**src/rtl/spi_flash_ctrl.sv**
```systemverilog
// Read-only word fetch from an EN25F80 SPI NOR flash: one READ (0x03) transaction
// per 32-bit access, SPI mode 0, little-endian word assembly.
module spi_flash_ctrl #(
  parameter int unsigned CLK_DIV = 1,
  parameter int unsigned CS_GAP  = 3
) (
  input  logic        clk,
  input  logic        rst,
  input  logic        devEnable_i,
  input  logic        readEnable_i,
  input  logic [31:0] addr_i,
  output logic [31:0] readData_o,
  output logic        busy_o,
  output logic        spi_clk_o,
  output logic        spi_cs_n_o,
  output logic        spi_di_o,
  input  logic        spi_do_i
);

  localparam int unsigned DIV_W = (CLK_DIV > 1) ? $clog2(CLK_DIV) : 1;
  localparam int unsigned GAP_W = (CS_GAP > 0) ? $clog2(CS_GAP + 1) : 1;
  localparam int unsigned BIT_W = 7;
  localparam logic [7:0]  CMD_READ = 8'h03;

  typedef enum logic [2:0] {
    S_IDLE,
    S_SETUP,
    S_SHIFT,
    S_HOLD,
    S_DONE
  } state_e;

  state_e            state_q, state_d;
  logic [DIV_W-1:0]  div_q, div_d;
  logic [BIT_W-1:0]  bit_q, bit_d;
  logic [GAP_W-1:0]  gap_q, gap_d;
  logic [31:0]       tx_q, tx_d;
  logic [31:0]       rx_q, rx_d;
  logic [31:0]       data_q, data_d;
  logic              sclk_q, sclk_d;
  logic              cs_n_q, cs_n_d;
  logic              di_q, di_d;
  logic              req_c;
  logic [31:0]       tx_load_c;
  logic              unused_addr_c;

  assign req_c         = devEnable_i & readEnable_i;
  assign tx_load_c     = {CMD_READ, addr_i[23:2], 2'b00};
  assign unused_addr_c = ^{addr_i[31:24], addr_i[1:0]};

  assign busy_o     = req_c & (state_q != S_DONE);
  assign readData_o = data_q;
  assign spi_clk_o  = sclk_q;
  assign spi_cs_n_o = cs_n_q;
  assign spi_di_o   = di_q;

  // Next-state and next-output logic; output registers hold the value for the state being entered.
  always_comb begin
    state_d = state_q;
    div_d   = div_q;
    bit_d   = bit_q;
    gap_d   = gap_q;
    tx_d    = tx_q;
    rx_d    = rx_q;
    data_d  = data_q;
    sclk_d  = sclk_q;
    cs_n_d  = cs_n_q;
    di_d    = di_q;

    case (state_q)
      S_IDLE: begin
        cs_n_d = 1'b1;
        sclk_d = 1'b0;
        if (gap_q != '0) begin
          gap_d = gap_q - GAP_W'(1);
        end else if (req_c) begin
          tx_d    = tx_load_c;
          di_d    = tx_load_c[31];
          cs_n_d  = 1'b0;
          state_d = S_SETUP;
        end
      end
      S_SETUP: begin
        bit_d   = '0;
        div_d   = '0;
        state_d = S_SHIFT;
      end
      S_SHIFT: begin
        if (div_q == DIV_W'(CLK_DIV - 1)) begin
          div_d  = '0;
          sclk_d = ~sclk_q;
          if (!sclk_q) begin
            // Rising edge: flash data is valid for the second 32 bits.
            if (bit_q >= BIT_W'(32)) begin
              rx_d = {rx_q[30:0], spi_do_i};
            end
            bit_d = bit_q + BIT_W'(1);
          end else begin
            // Falling edge: present the next MOSI bit; zeros refill once cmd+addr are out.
            tx_d = {tx_q[30:0], 1'b0};
            di_d = tx_q[30];
            if (bit_q == BIT_W'(64)) begin
              state_d = S_HOLD;
            end
          end
        end else begin
          div_d = div_q + DIV_W'(1);
        end
      end
      S_HOLD: begin
        sclk_d  = 1'b0;
        di_d    = 1'b0;
        data_d  = {rx_q[7:0], rx_q[15:8], rx_q[23:16], rx_q[31:24]};
        cs_n_d  = 1'b1;
        state_d = S_DONE;
      end
      S_DONE: begin
        cs_n_d  = 1'b1;
        gap_d   = GAP_W'(CS_GAP);
        state_d = S_IDLE;
      end
      default: begin
        state_d = S_IDLE;
        cs_n_d  = 1'b1;
        sclk_d  = 1'b0;
      end
    endcase

    // Request withdrawn mid-transaction: release the flash, keep the previous word.
    if (!req_c && (state_q == S_SETUP || state_q == S_SHIFT || state_q == S_HOLD)) begin
      state_d = S_IDLE;
      cs_n_d  = 1'b1;
      sclk_d  = 1'b0;
      di_d    = 1'b0;
      gap_d   = GAP_W'(CS_GAP);
      data_d  = data_q;
    end
  end

  always_ff @(posedge clk) begin
    if (rst) begin
      state_q <= S_IDLE;
      div_q   <= '0;
      bit_q   <= '0;
      gap_q   <= '0;
      tx_q    <= '0;
      rx_q    <= '0;
      data_q  <= '0;
      sclk_q  <= 1'b0;
      cs_n_q  <= 1'b1;
      di_q    <= 1'b0;
    end else begin
      state_q <= state_d;
      div_q   <= div_d;
      bit_q   <= bit_d;
      gap_q   <= gap_d;
      tx_q    <= tx_d;
      rx_q    <= rx_d;
      data_q  <= data_d;
      sclk_q  <= sclk_d;
      cs_n_q  <= cs_n_d;
      di_q    <= di_d;
    end
  end

endmodule

```
**config.mk**
```make
export PLATFORM = sky130hd
export DESIGN_NAME = spi_flash_ctrl
export DESIGN_NICKNAME = d
export VERILOG_FILES = /design/src/rtl/spi_flash_ctrl.sv
export SDC_FILE = /design/constraint.sdc
export NUM_CORES = 1
export LEC_CHECK = 0
export ABC_AREA = 1
export CORE_UTILIZATION = 45
export DETAILED_ROUTE_END_ITERATION = 16
export PLACE_DENSITY = 0.81
export SYNTH_ARGS = -nofsm -noshare
export SYNTH_HDL_FRONTEND = slang
export SYNTH_SLANG_ARGS = --single-unit
```
**constraint.sdc**
```tcl
create_clock -name clk -period 1.75 [get_ports clk]
set_input_delay 0.525 -clock clk [delete_from_list [all_inputs] [get_ports clk]]
set_output_delay 0.525 -clock clk [all_outputs]
set_load 0.01 [all_outputs]
```
; ---- Yosys cells after proc, flatten, opt, wreduce, memory -nomap -nowiden
; Index checks and enable logic that the tools add are counted.
[word_totals]
ff_bits = 111
input_bits = 37
output_inout_bits = 36
[classes]
add_sub_neg = 3
magnitude_cmp = 1
n_eq_ne = 13
n_mux = 29
bitwise = 6
reduce_logical = 21
[ops]
columns = operator, n
row1 = 31-bit 2-to-1 mux, 4
row2 = 31-bit one-hot mux with 2 select lines, 1
row3 = 3-bit 2-to-1 mux, 5
row4 = 5-bit AND reduction, 3
row5 = 7-bit 2-to-1 mux, 2
row6 = 7-bit one-hot mux with 2 select lines, 1
row7 = "2-bit != test, second input constant", 6
row8 = 3-bit one-hot mux with 4 select lines, 1
row9 = 1-bit 2-to-1 mux, 8
row10 = "7-bit by 1-bit adder with 7-bit output, second input constant", 1
row11 = "7-bit equality test, second input constant", 1
row12 = "7-bit by 6-bit greater-or-equal comparator with 1-bit output, second input constant", 1
row13 = "3-bit by 2-bit equality test with 1-bit output, second input constant", 2
row14 = "3-bit != test, second input constant", 2
row15 = 1-bit one-hot mux with 2 select lines, 3
row16 = 2-bit AND reduction, 3
row17 = 2-bit nonzero test, 3
row18 = 3-bit nonzero test, 2
row19 = 2-bit OR reduction, 3
row20 = 2-bit 2-to-1 mux, 2
row21 = 1-bit NOT, 4
row22 = 2-bit one-hot mux with 2 select lines, 1
row23 = 4-bit AND reduction, 1
row24 = "3-bit by 1-bit equality test with 1-bit output, second input constant", 1
row25 = 10 further kinds, 12

; ---- Longest topological paths before layout
; Gate-level depths: netlist (run 1).
[logic_depth]
depth_word = 6
depth_mapped = 9
depth_no_buf = 8

; ---- Least setup slack after synthesis (run 1)
; No wires, ideal clock.
[synth_timing]
kind = input-to-reg
start = input devEnable_i
end = register tx_q[17]
setup_ps = 113
t_arrival_ps = 1235
t_required_ps = 1637
path_slack_ps = 402
path_stages = 8
path_cell_list = nand2_1 inv_1 nand2_1 nand2_4 nand3_4 buf_4 nor2_1 nor2_1
[synth_via]
elab_chain_len = 3
[synth_rtl]
columns = item, line_no
row1 = start: declaration, 9  ; input logic devEnable_i,
row2 = 1-bit bitwise AND, 47  ; assign req_c = devEnable_i & readEnable_i;
row3 = 2-bit != test (no source line), -
row4 = 5-bit AND reduction (no source line), -
row5 = end signal: assignment, 157  ; tx_q <= tx_d;
row6 = end: declaration, 37  ; logic [31:0] tx_q, tx_d;
; Every way passes these cells.
; A chain may end at the register's enable or synchronous reset.

; ---- Worst setup path after layout (run 1)
[layout_timing]
start = register state_q[1]
end = output busy_o
[layout_via]
elab_chain_len = 2
[layout_rtl]
columns = item, line_no
row1 = start: declaration, 33  ; state_e state_q, state_d;
row2 = start signal: assignment, 153  ; state_q <= state_d;
row3 = 3-bit != test, 51  ; assign busy_o = req_c & (state_q != S_DONE);
row4 = 1-bit bitwise AND, 51
row5 = end: declaration, 13  ; output logic busy_o,
; Every way passes these cells.

==> results of run 1 <==
-- kinds of logic after synthesis --
kind of cell,share of synthesized area
simple gates,0.283
compound gates,0.123
flops,0.479
buf+inv,0.106
fa+ha+maj,0.00832
-- final cells by class --
cell class                      instances  area (um^2)
Timing Repair Buffer                   82          782
Clock inverter                          5         45.0
Inverter                               55          221
Fill cell                             935         4330
Tap cell                              133          166
Clock buffer                           11          141
Sequential cell                       108         2170
Multi-Input combinational cell        427         1880
-- routing by layer --
metal | GRT usage | up-vias | wire length [um]
li1 | - | 2056 | -
met1 | 0.200 | 1752 | 4040
met2 | 0.324 | 51 | 4370
met3 | 0.0246 | 12 | 192
met4 | 0.0912 | 0 | 162
met5 | 0 | - | 0
-- state kept, by name (all words and copies together) (netlist names) --
signal and count:
tx_q 29, rx_q 32, state_q 3, spi_clk_o 1, bit_q 7, spi_di_o 1, gap_q 2, spi_cs_n_o 1
readData_o 32
-- cells in the mapped netlist, drive strengths merged --
master	n
nor2	189
dfxtp	108
nand2	106
o21ai	93
inv	55
buf	20
a21oi	15
nand3	13
clkbuf	12
nand4	5
ha	3
a31oi	1
nor3	1
o211a	1
-- critical path, stage by stage, from the launching register on --
cell	delay [ns]
dfxtp_2	0.35
inv_2	0.07
nand2_4	0.06
nor2_2	0.11
nor2_1	0.06
buf_2	0.13
-- stage by stage --
| step | TNS, ns | power, uW | setup WS [ns] | std cells |
|---|---|---|---|---|
| 6_report | 0 | 6310 | 0.0714 | 821 |
| 2_1_floorplan | 0 | 4560 | 0.402 | 622 |
| 4_1_cts | 0 | 6370 | 0.0346 | 821 |
| 3_5_place_dp | -15.74 | 4930 | -0.479 | 805 |
| 5_1_grt | 0 | 6780 | 0.00599 | 821 |
| 3_3_place_gp | -12.16 | 4820 | -0.448 | 805 |
-- report_power, final --
part	leakage (uW)	total, uW	switching (uW)	internal, uW
clock network	0.0000856	1440	865	577
registers	0.000877	2890	106	2780
logic	0.00149	1980	1250	731
total	0.00245	6310	2220	4090
-- worst paths after layout --
kind / startpoint / endpoint
setup / recovery: state_q[1] / busy_o
setup reg to reg: state_q[1] / bit_q[5]
hold / removal: tx_q[25] / tx_q[25]
hold reg to reg: tx_q[25] / tx_q[25]
-- layout by cell type, fill, tap and decap left out, types with 5 or more instances in the layout --
cell	instances
inv_1	47
nand3_1	11
buf_4	15
nand4_1	5
buf_12	5
clkdlybuf4s50_1	24
nand2_1	101
o21ai_0	77
clkbuf_8	10
dlygate4sd2_1	37
a21oi_1	15
inv_2	6
nor2_1	185
dfxtp_1	105
o21ai_1	16
-- timing repair --
action	in CTS	in global routing
resized for setup	43	5
buffers inserted	0	0
pin swaps	2	0
endpoints found under the setup margin	36	35
==> impl_metrics.json, run 1 <==
{
  "status": "complete, no violations",
  "syn_inst": 622,
  "min_path_type": "reg2reg",
  "layout.nets": 723,
  "insertion_delay_ns": 0.37,
  "grt_pass1_wl_um": 14700,
  "skew_ns": 0.00636,
  "dpl.hpwl_um": 6110,
  "cts.clk_slew.worst_paths_ns": 0.10,
  "port_buffers": 62,
  "hold_buffers": 0,
  "yosysSeqAreaShare": 0.479,
  "first_global_vias": 3526,
  "rr_worst_depth": 9,
  "hold_viol_final": 0,
  "wire_per_inst_um": 10.7,
  "antenna_found_initial": 0,
  "required_ns": 1.22,
  "drt_iter0_markers": 138,
  "grt_start_max_net_pins": 52,
  "power_density_nw_per_um2": 1170,
  "drc": 0,
  "htreeDepth": 3,
  "antenna_left": 0,
  "routabilityCongestion": 0.861,
  "row_count": 36,
  "clk_path_buf_depth": 2,
  "fin_crit_ns": 1.68,
  "drv_cap": 0,
  "maxSlewHeadroom": 0.737,
  "yosys-top-cells-area": "dfxtp_1 48%, nor2_1 15%, o21ai_0 8.6%",
  "cts_inserted_buffers": 9,
  "dieArea_um2": 10400,
  "fp.dieH_um": 102,
  "fmax_ghz": 0.596,
  "syn2layout_area_growth_pct": 19.6,
  "vias_per_cell": 4.71,
  "setup.worst_path.start_class": "flip-flop",
  "crit_type": "reg2out",
  "worst_pin_slew_ns": 0.394,
  "finalWirelength_um": 8770,
  "ys_seq_elements": 108,
  "yosysUniqueCellTypes": 28,
  "track_usage": 0.177,
  "irDropWorstVdd_uv": 729,
  "placed_area_um2": 5250,
  "vias": 3871,
  "cts_tree": "yes",
  "avgSynthCellArea_um2": 7.26,
  "syn-cell-area_um2": 4510,
  "finalCritPeriodShare": 0.959,
  "core_um2": 9730,
  "worst_setup_path_end_kind": "primary output",
  "drive_gt1_frac": 0.0843,
  "p_leak_uw": 0.00245,
  "grt_setup_unrepaired": "no",
  "yosys.area.top_type": "dfxtp_1",
  "cts_root_buf": "clkbuf_8",
  "syn_nets": 662,
  "insertedDiodeCount": 0,
  "die_x_um": 102,
  "hold_ws_ns": 0.452,
  "start_util": 0.464,
  "synth_top_area_share": 0.479,
  "drtPass1Iterations": 4,
  "final_util": 0.555,
  "clock_sinks": 108,
  "yosys_warnings": 0,
  "num_io_pins": 73,
  "crit_fanout": 4,
  "rrSetupSlack_ns": 0.17,
  "arrival_ns": 1.15,
  "globalRouteOverflowTotal": 0,
  "design_area_um2": 5400,
  "worstHoldPathCells": 2,
  "drv_slew": 0,
  "setup_viol": 0
}
Power figures use the tool's default switching activity.
==> run 2, diff against run 1 <==
--- a/config.mk
+++ b/config.mk
@@ -8,7 +8,8 @@
 export ABC_AREA = 1
 export CORE_UTILIZATION = 45
 export DETAILED_ROUTE_END_ITERATION = 16
-export PLACE_DENSITY = 0.81
+export DONT_BUFFER_PORTS = 1
+export PLACE_DENSITY = 0.72
 export SYNTH_ARGS = -nofsm -noshare
 export SYNTH_HDL_FRONTEND = slang
 export SYNTH_SLANG_ARGS = --single-unit
==> impl_metrics.json, run 2 (synthesis gave the netlist of run 1 again) <==
{
  "design_area_um2": 4700,
  "power_density_nw_per_um2": 1300,
  "worst_setup_path_end_kind": "primary output",
  "cts_inserted_buffers": 9,
  "crit_path_max_incr_delay_ns": 0.35,
  "finalCritPeriodShare": 0.949,
  "irDropWorstVdd_uv": 591,
  "first_global_vias": 3163,
  "track_usage": 0.165,
  "arrival_ns": 1.14,
  "clock_sinks": 108,
  "final_cell_mix": "184 x nor2_1, 106 x dfxtp_1, 101 x nand2_1",
  "drtPass1Iterations": 4,
  "antenna_found_initial": 0,
  "row_count": 36,
  "finalNonFillerCells": 746,
  "globalRouteOverflowTotal": 0,
  "insertion_delay_ns": 0.37,
  "setup.worst_path.start_class": "flip-flop",
  "drv_slew": 0,
  "port_buffers": 0,
  "drc": 0,
  "htreeDepth": 3,
  "start_util": 0.464,
  "hold_buffers": 0,
  "hold_viol_final": 0,
  "rrSetupSlack_ns": 0.15,
  "layout.nets": 648,
  "num_io_pins": 73,
  "grt_pass1_wl_um": 13700,
  "cts.clk_slew.worst_paths_ns": 0.09,
  "drt_iter0_markers": 154,
  "skew_ns": 0.00998,
  "insertedDiodeCount": 0,
  "fp.dieH_um": 102,
  "dpl.hpwl_um": 5300,
  "fmax_ghz": 0.602,
  "crit_fanout": 5,
  "drive_gt1_frac": 0.0701,
  "required_ns": 1.22,
  "fin_crit_ns": 1.66,
  "p_leak_uw": 0.00200,
  "dieArea_um2": 10400,
  "place_inst": 730,
  "crit_path_top_delay_cell": "dfxtp_1",
  "crit_type": "reg2out",
  "finalWirelength_um": 8000,
  "placed_area_um2": 4520,
  "setup_tns_ns": 0,
  "cts_tree": "yes",
  "final_util": 0.483,
  "setup_viol": 0,
  "vias": 3546,
  "crit_chain": "inv_2 -> nand2_4 -> nor2_2 -> nor2_2",
  "grt_start_max_net_pins": 67,
  "vias_per_cell": 4.75,
  "drv_cap": 0,
  "status": "complete, no violations",
  "critPathTopFamily": "flip-flops",
  "clk_path_buf_depth": 2,
  "cts_root_buf": "clkbuf_8",
  "final_common_cell": "nor2_1",
  "path_buf_inv": 1,
  "syn2layout_area_growth_pct": 4.21,
  "maxSlewHeadroom": 0.738,
  "crit_path_frequent_cell": "nor2_2",
  "die_x_um": 102,
  "worst_pin_slew_ns": 0.392,
  "wire_per_inst_um": 10.7,
  "routabilityCongestion": 0.767,
  "core_um2": 9730,
  "min_path_type": "in2reg",
  "cts_setup_buffers": 0,
  "antenna_left": 0
}
## run 2: stage by stage
stage | hold WS [ns] | power, uW | setup slack (ns)
floorplan | 0.425 | 4560 | 0.402
global placement | 0.433 | 4670 | 0.262
detailed placement | 0.440 | 4750 | 0.190
CTS | 0.188 | 6160 | 0.0181
global route | 0.182 | 6630 | -0.00534
finish | 0.213 | 6090 | 0.0889
## run 2: per-layer routing
metal / vias to the layer above / wire (um) / track usage
met5: - / 0 / 0
met4: 0 / 91 / 0.0659
met3: 9 / 316 / 0.0520
met2: 41 / 3640 / 0.274
met1: 1588 / 3950 / 0.198
li1: 1908 / - / -
## run 2: area by class of cell
cell class,count,area [um^2]
flip-flops and latches,108,2160
well taps,133,166
multi-input cells,427,1880
inverters,55,214
fillers,995,5030
repair buffers,7,103
clock inverters,5,46.3
clock buffers,11,131
## run 2: path summary, 6_finish.rpt
check | endpoint | cells after the start | startpoint
min reg2reg | tx_q[24] | 2 | tx_q[24]
max reg2reg | rx_q[13] | 8 | state_q[1]
min | bit_q[0] | 1 | rst
max | busy_o | 4 | state_q[1]
## run 2: worst register-to-register path, stage by stage (launching register included)
cell and delay (ns):
dfxtp_1 0.39, inv_2 0.10, nor2_4 0.15, nand3_4 0.13, inv_2 0.09, nand2_4 0.20
inv_6 0.28, nor2_1 0.08, nor2_1 0.11
## run 2: power breakdown
group,switching (uW),internal [uW]
sequential,127,2780
combinational,1180,615
clock,846,542
## run 2: what timing repair did
action	in CTS	in global routing
pin swaps	0	0
resized for setup	2	2
setup endpoints to repair	1	1
==> run 3, diff against run 2 <==
--- a/config.mk
+++ b/config.mk
@@ -6,10 +6,10 @@
 export NUM_CORES = 1
 export LEC_CHECK = 0
 export ABC_AREA = 1
-export CORE_UTILIZATION = 45
+export CORE_UTILIZATION = 52
 export DETAILED_ROUTE_END_ITERATION = 16
 export DONT_BUFFER_PORTS = 1
-export PLACE_DENSITY = 0.72
+export PLACE_DENSITY = 0.79
 export SYNTH_ARGS = -nofsm -noshare
 export SYNTH_HDL_FRONTEND = slang
 export SYNTH_SLANG_ARGS = --single-unit
==> impl_metrics.json, run 3 (synthesis gave the netlist of run 1 again) <==
{
  "worst_setup_path_end_kind": "primary output",
  "first_global_vias": 3246,
  "drv_cap": 0,
  "crit_path_top_delay_cell": "dfxtp_2",
  "hold_ws_ns": 0.201,
  "dpl.hpwl_um": 5540,
  "min_from": "rst",
  "insertedDiodeCount": 0,
  "drv_slew": 0,
  "n_fill_cell": 772,
  "port_buffers": 0,
  "clock_sinks": 108,
  "hold_viol_final": 0,
  "die_x_um": 95.2,
  "finalWirelength_um": 8180,
  "power_density_nw_per_um2": 1370,
  "status": "complete, no violations",
  "drt_iter0_markers": 149,
  "cp-startpoint": "state_q[0]",
  "cts_root_buf": "clkbuf_8",
  "antenna_left": 0,
  "maxSlewHeadroom": 0.724,
  "fmax_ghz": 0.599,
  "irDropWorstVdd_uv": 735,
  "drc": 0,
  "final_cell_mix": "184 x nor2_1, 106 x dfxtp_1, 101 x nand2_1",
  "insertion_delay_ns": 0.38,
  "setup_viol": 0,
  "crit_chain": "inv_4 -> nand2_4 -> nor2_4 -> nor2_2",
  "antenna_found_initial": 0,
  "final_common_cell": "nor2_1",
  "grt_start_max_net_pins": 91,
  "syn2layout_area_growth_pct": 3.94,
  "cts_tree": "yes",
  "wire_per_inst_um": 11.4,
  "p_leak_uw": 0.00201,
  "place_inst": 700,
  "crit_fanout": 5,
  "setup.worst_path.start_class": "flip-flop",
  "cts_inserted_buffers": 9,
  "grt_pass1_wl_um": 13700,
  "cts_setup_buffers": 0,
  "cts.clk_slew.worst_paths_ns": 0.11,
  "drtPass1Iterations": 5,
  "min_path_type": "in2reg",
  "vias_per_cell": 5.00,
  "htreeDepth": 3,
  "layout.nets": 646,
  "setup_tns_ns": 0,
  "finalNonFillerCells": 716,
  "dieArea_um2": 9060,
  "vias": 3578,
  "arrival_ns": 1.14,
  "globalRouteOverflowTotal": 0,
  "core_um2": 8300,
  "crit_type": "reg2out",
  "row_count": 33,
  "worst_pin_slew_ns": 0.413,
  "start_util": 0.544,
  "num_io_pins": 73,
  "skew_ns": 0.0120,
  "layout_setup_ws_ns": 0.0800,
  "routabilityCongestion": 0.826,
  "grt_setup_unrepaired": "no",
  "drive_gt1_frac": 0.0704,
  "fp.dieH_um": 95.2,
  "track_usage": 0.194,
  "finalCritPeriodShare": 0.954,
  "fin_crit_ns": 1.67,
  "r2r-start": "state_q[1]",
  "required_ns": 1.22,
  "place_ws_ns": 0.156,
  "crit_path_max_incr_delay_ns": 0.41,
  "clk_path_buf_depth": 2
}
[run 3: cell count changes in the layout (fill, tap and decap cells not counted), sizes merged]
cell / delta
inv: +2
buf: -2
clkbuf: -2
clkinv: -1
bufinv: +1
[run 3: area by class of cell]
cell class / instances / area (um^2) / share of cell area
sequential: 108 / 2160 / 0.461
multi-input combinational: 427 / 1880 / 0.401
inverter: 55 / 215 / 0.0459
tap: 105 / 131 / 0.0280
clock buffer: 9 / 124 / 0.0264
clock inverter: 7 / 97.6 / 0.0208
timing repair buffer: 5 / 75.1 / 0.0160
[run 3: final timing paths]
path / to / slack (ns) / cells past startpoint
max: busy_o / 0.08 / 4
min: bit_q[0] / 0.20 / 1
max reg2reg: rx_q[17] / 0.19 / 8
min reg2reg: tx_q[24] / 0.46 / 2
[run 3: critical path: cells and delay by family (launching register included)]
family,cells,cell delay [ns]
buffers and inverters,1,0.08
DFF,1,0.41
and+or+nand+nor,3,0.27
[run 3: stage by stage]
stage,utilization,power [uW],instance area [um^2]
after CTS,0.564,6480,4680
after floorplan,-,4560,4510
after global placement,0.537,4720,4460
after global routing,0.565,6930,4690
final,0.565,6430,4690
after detailed placement,0.537,4840,4460
[run 3: report_power, final]
part           switching [uW]  internal, uW
Sequential                133          2780
Combinational            1220           660
Clock                     919           714
Total                    2270          4160
[run 3: metal layers]
| layer | track usage | vias up | share of wire |
|---|---|---|---|
| met4 | 0.0758 | 0 | 0.013 |
| met5 | 0 | - | 0 |
| met3 | 0.0494 | 10 | 0.041 |
| met2 | 0.353 | 58 | 0.50 |
| met1 | 0.213 | 1603 | 0.45 |
| li1 | - | 1907 | - |
[run 3: what timing repair did]
action                                  in CTS  in global routing
hold buffers                                 0                  0
gates resized for setup                      2                  4
endpoints found under the setup margin       1                 14
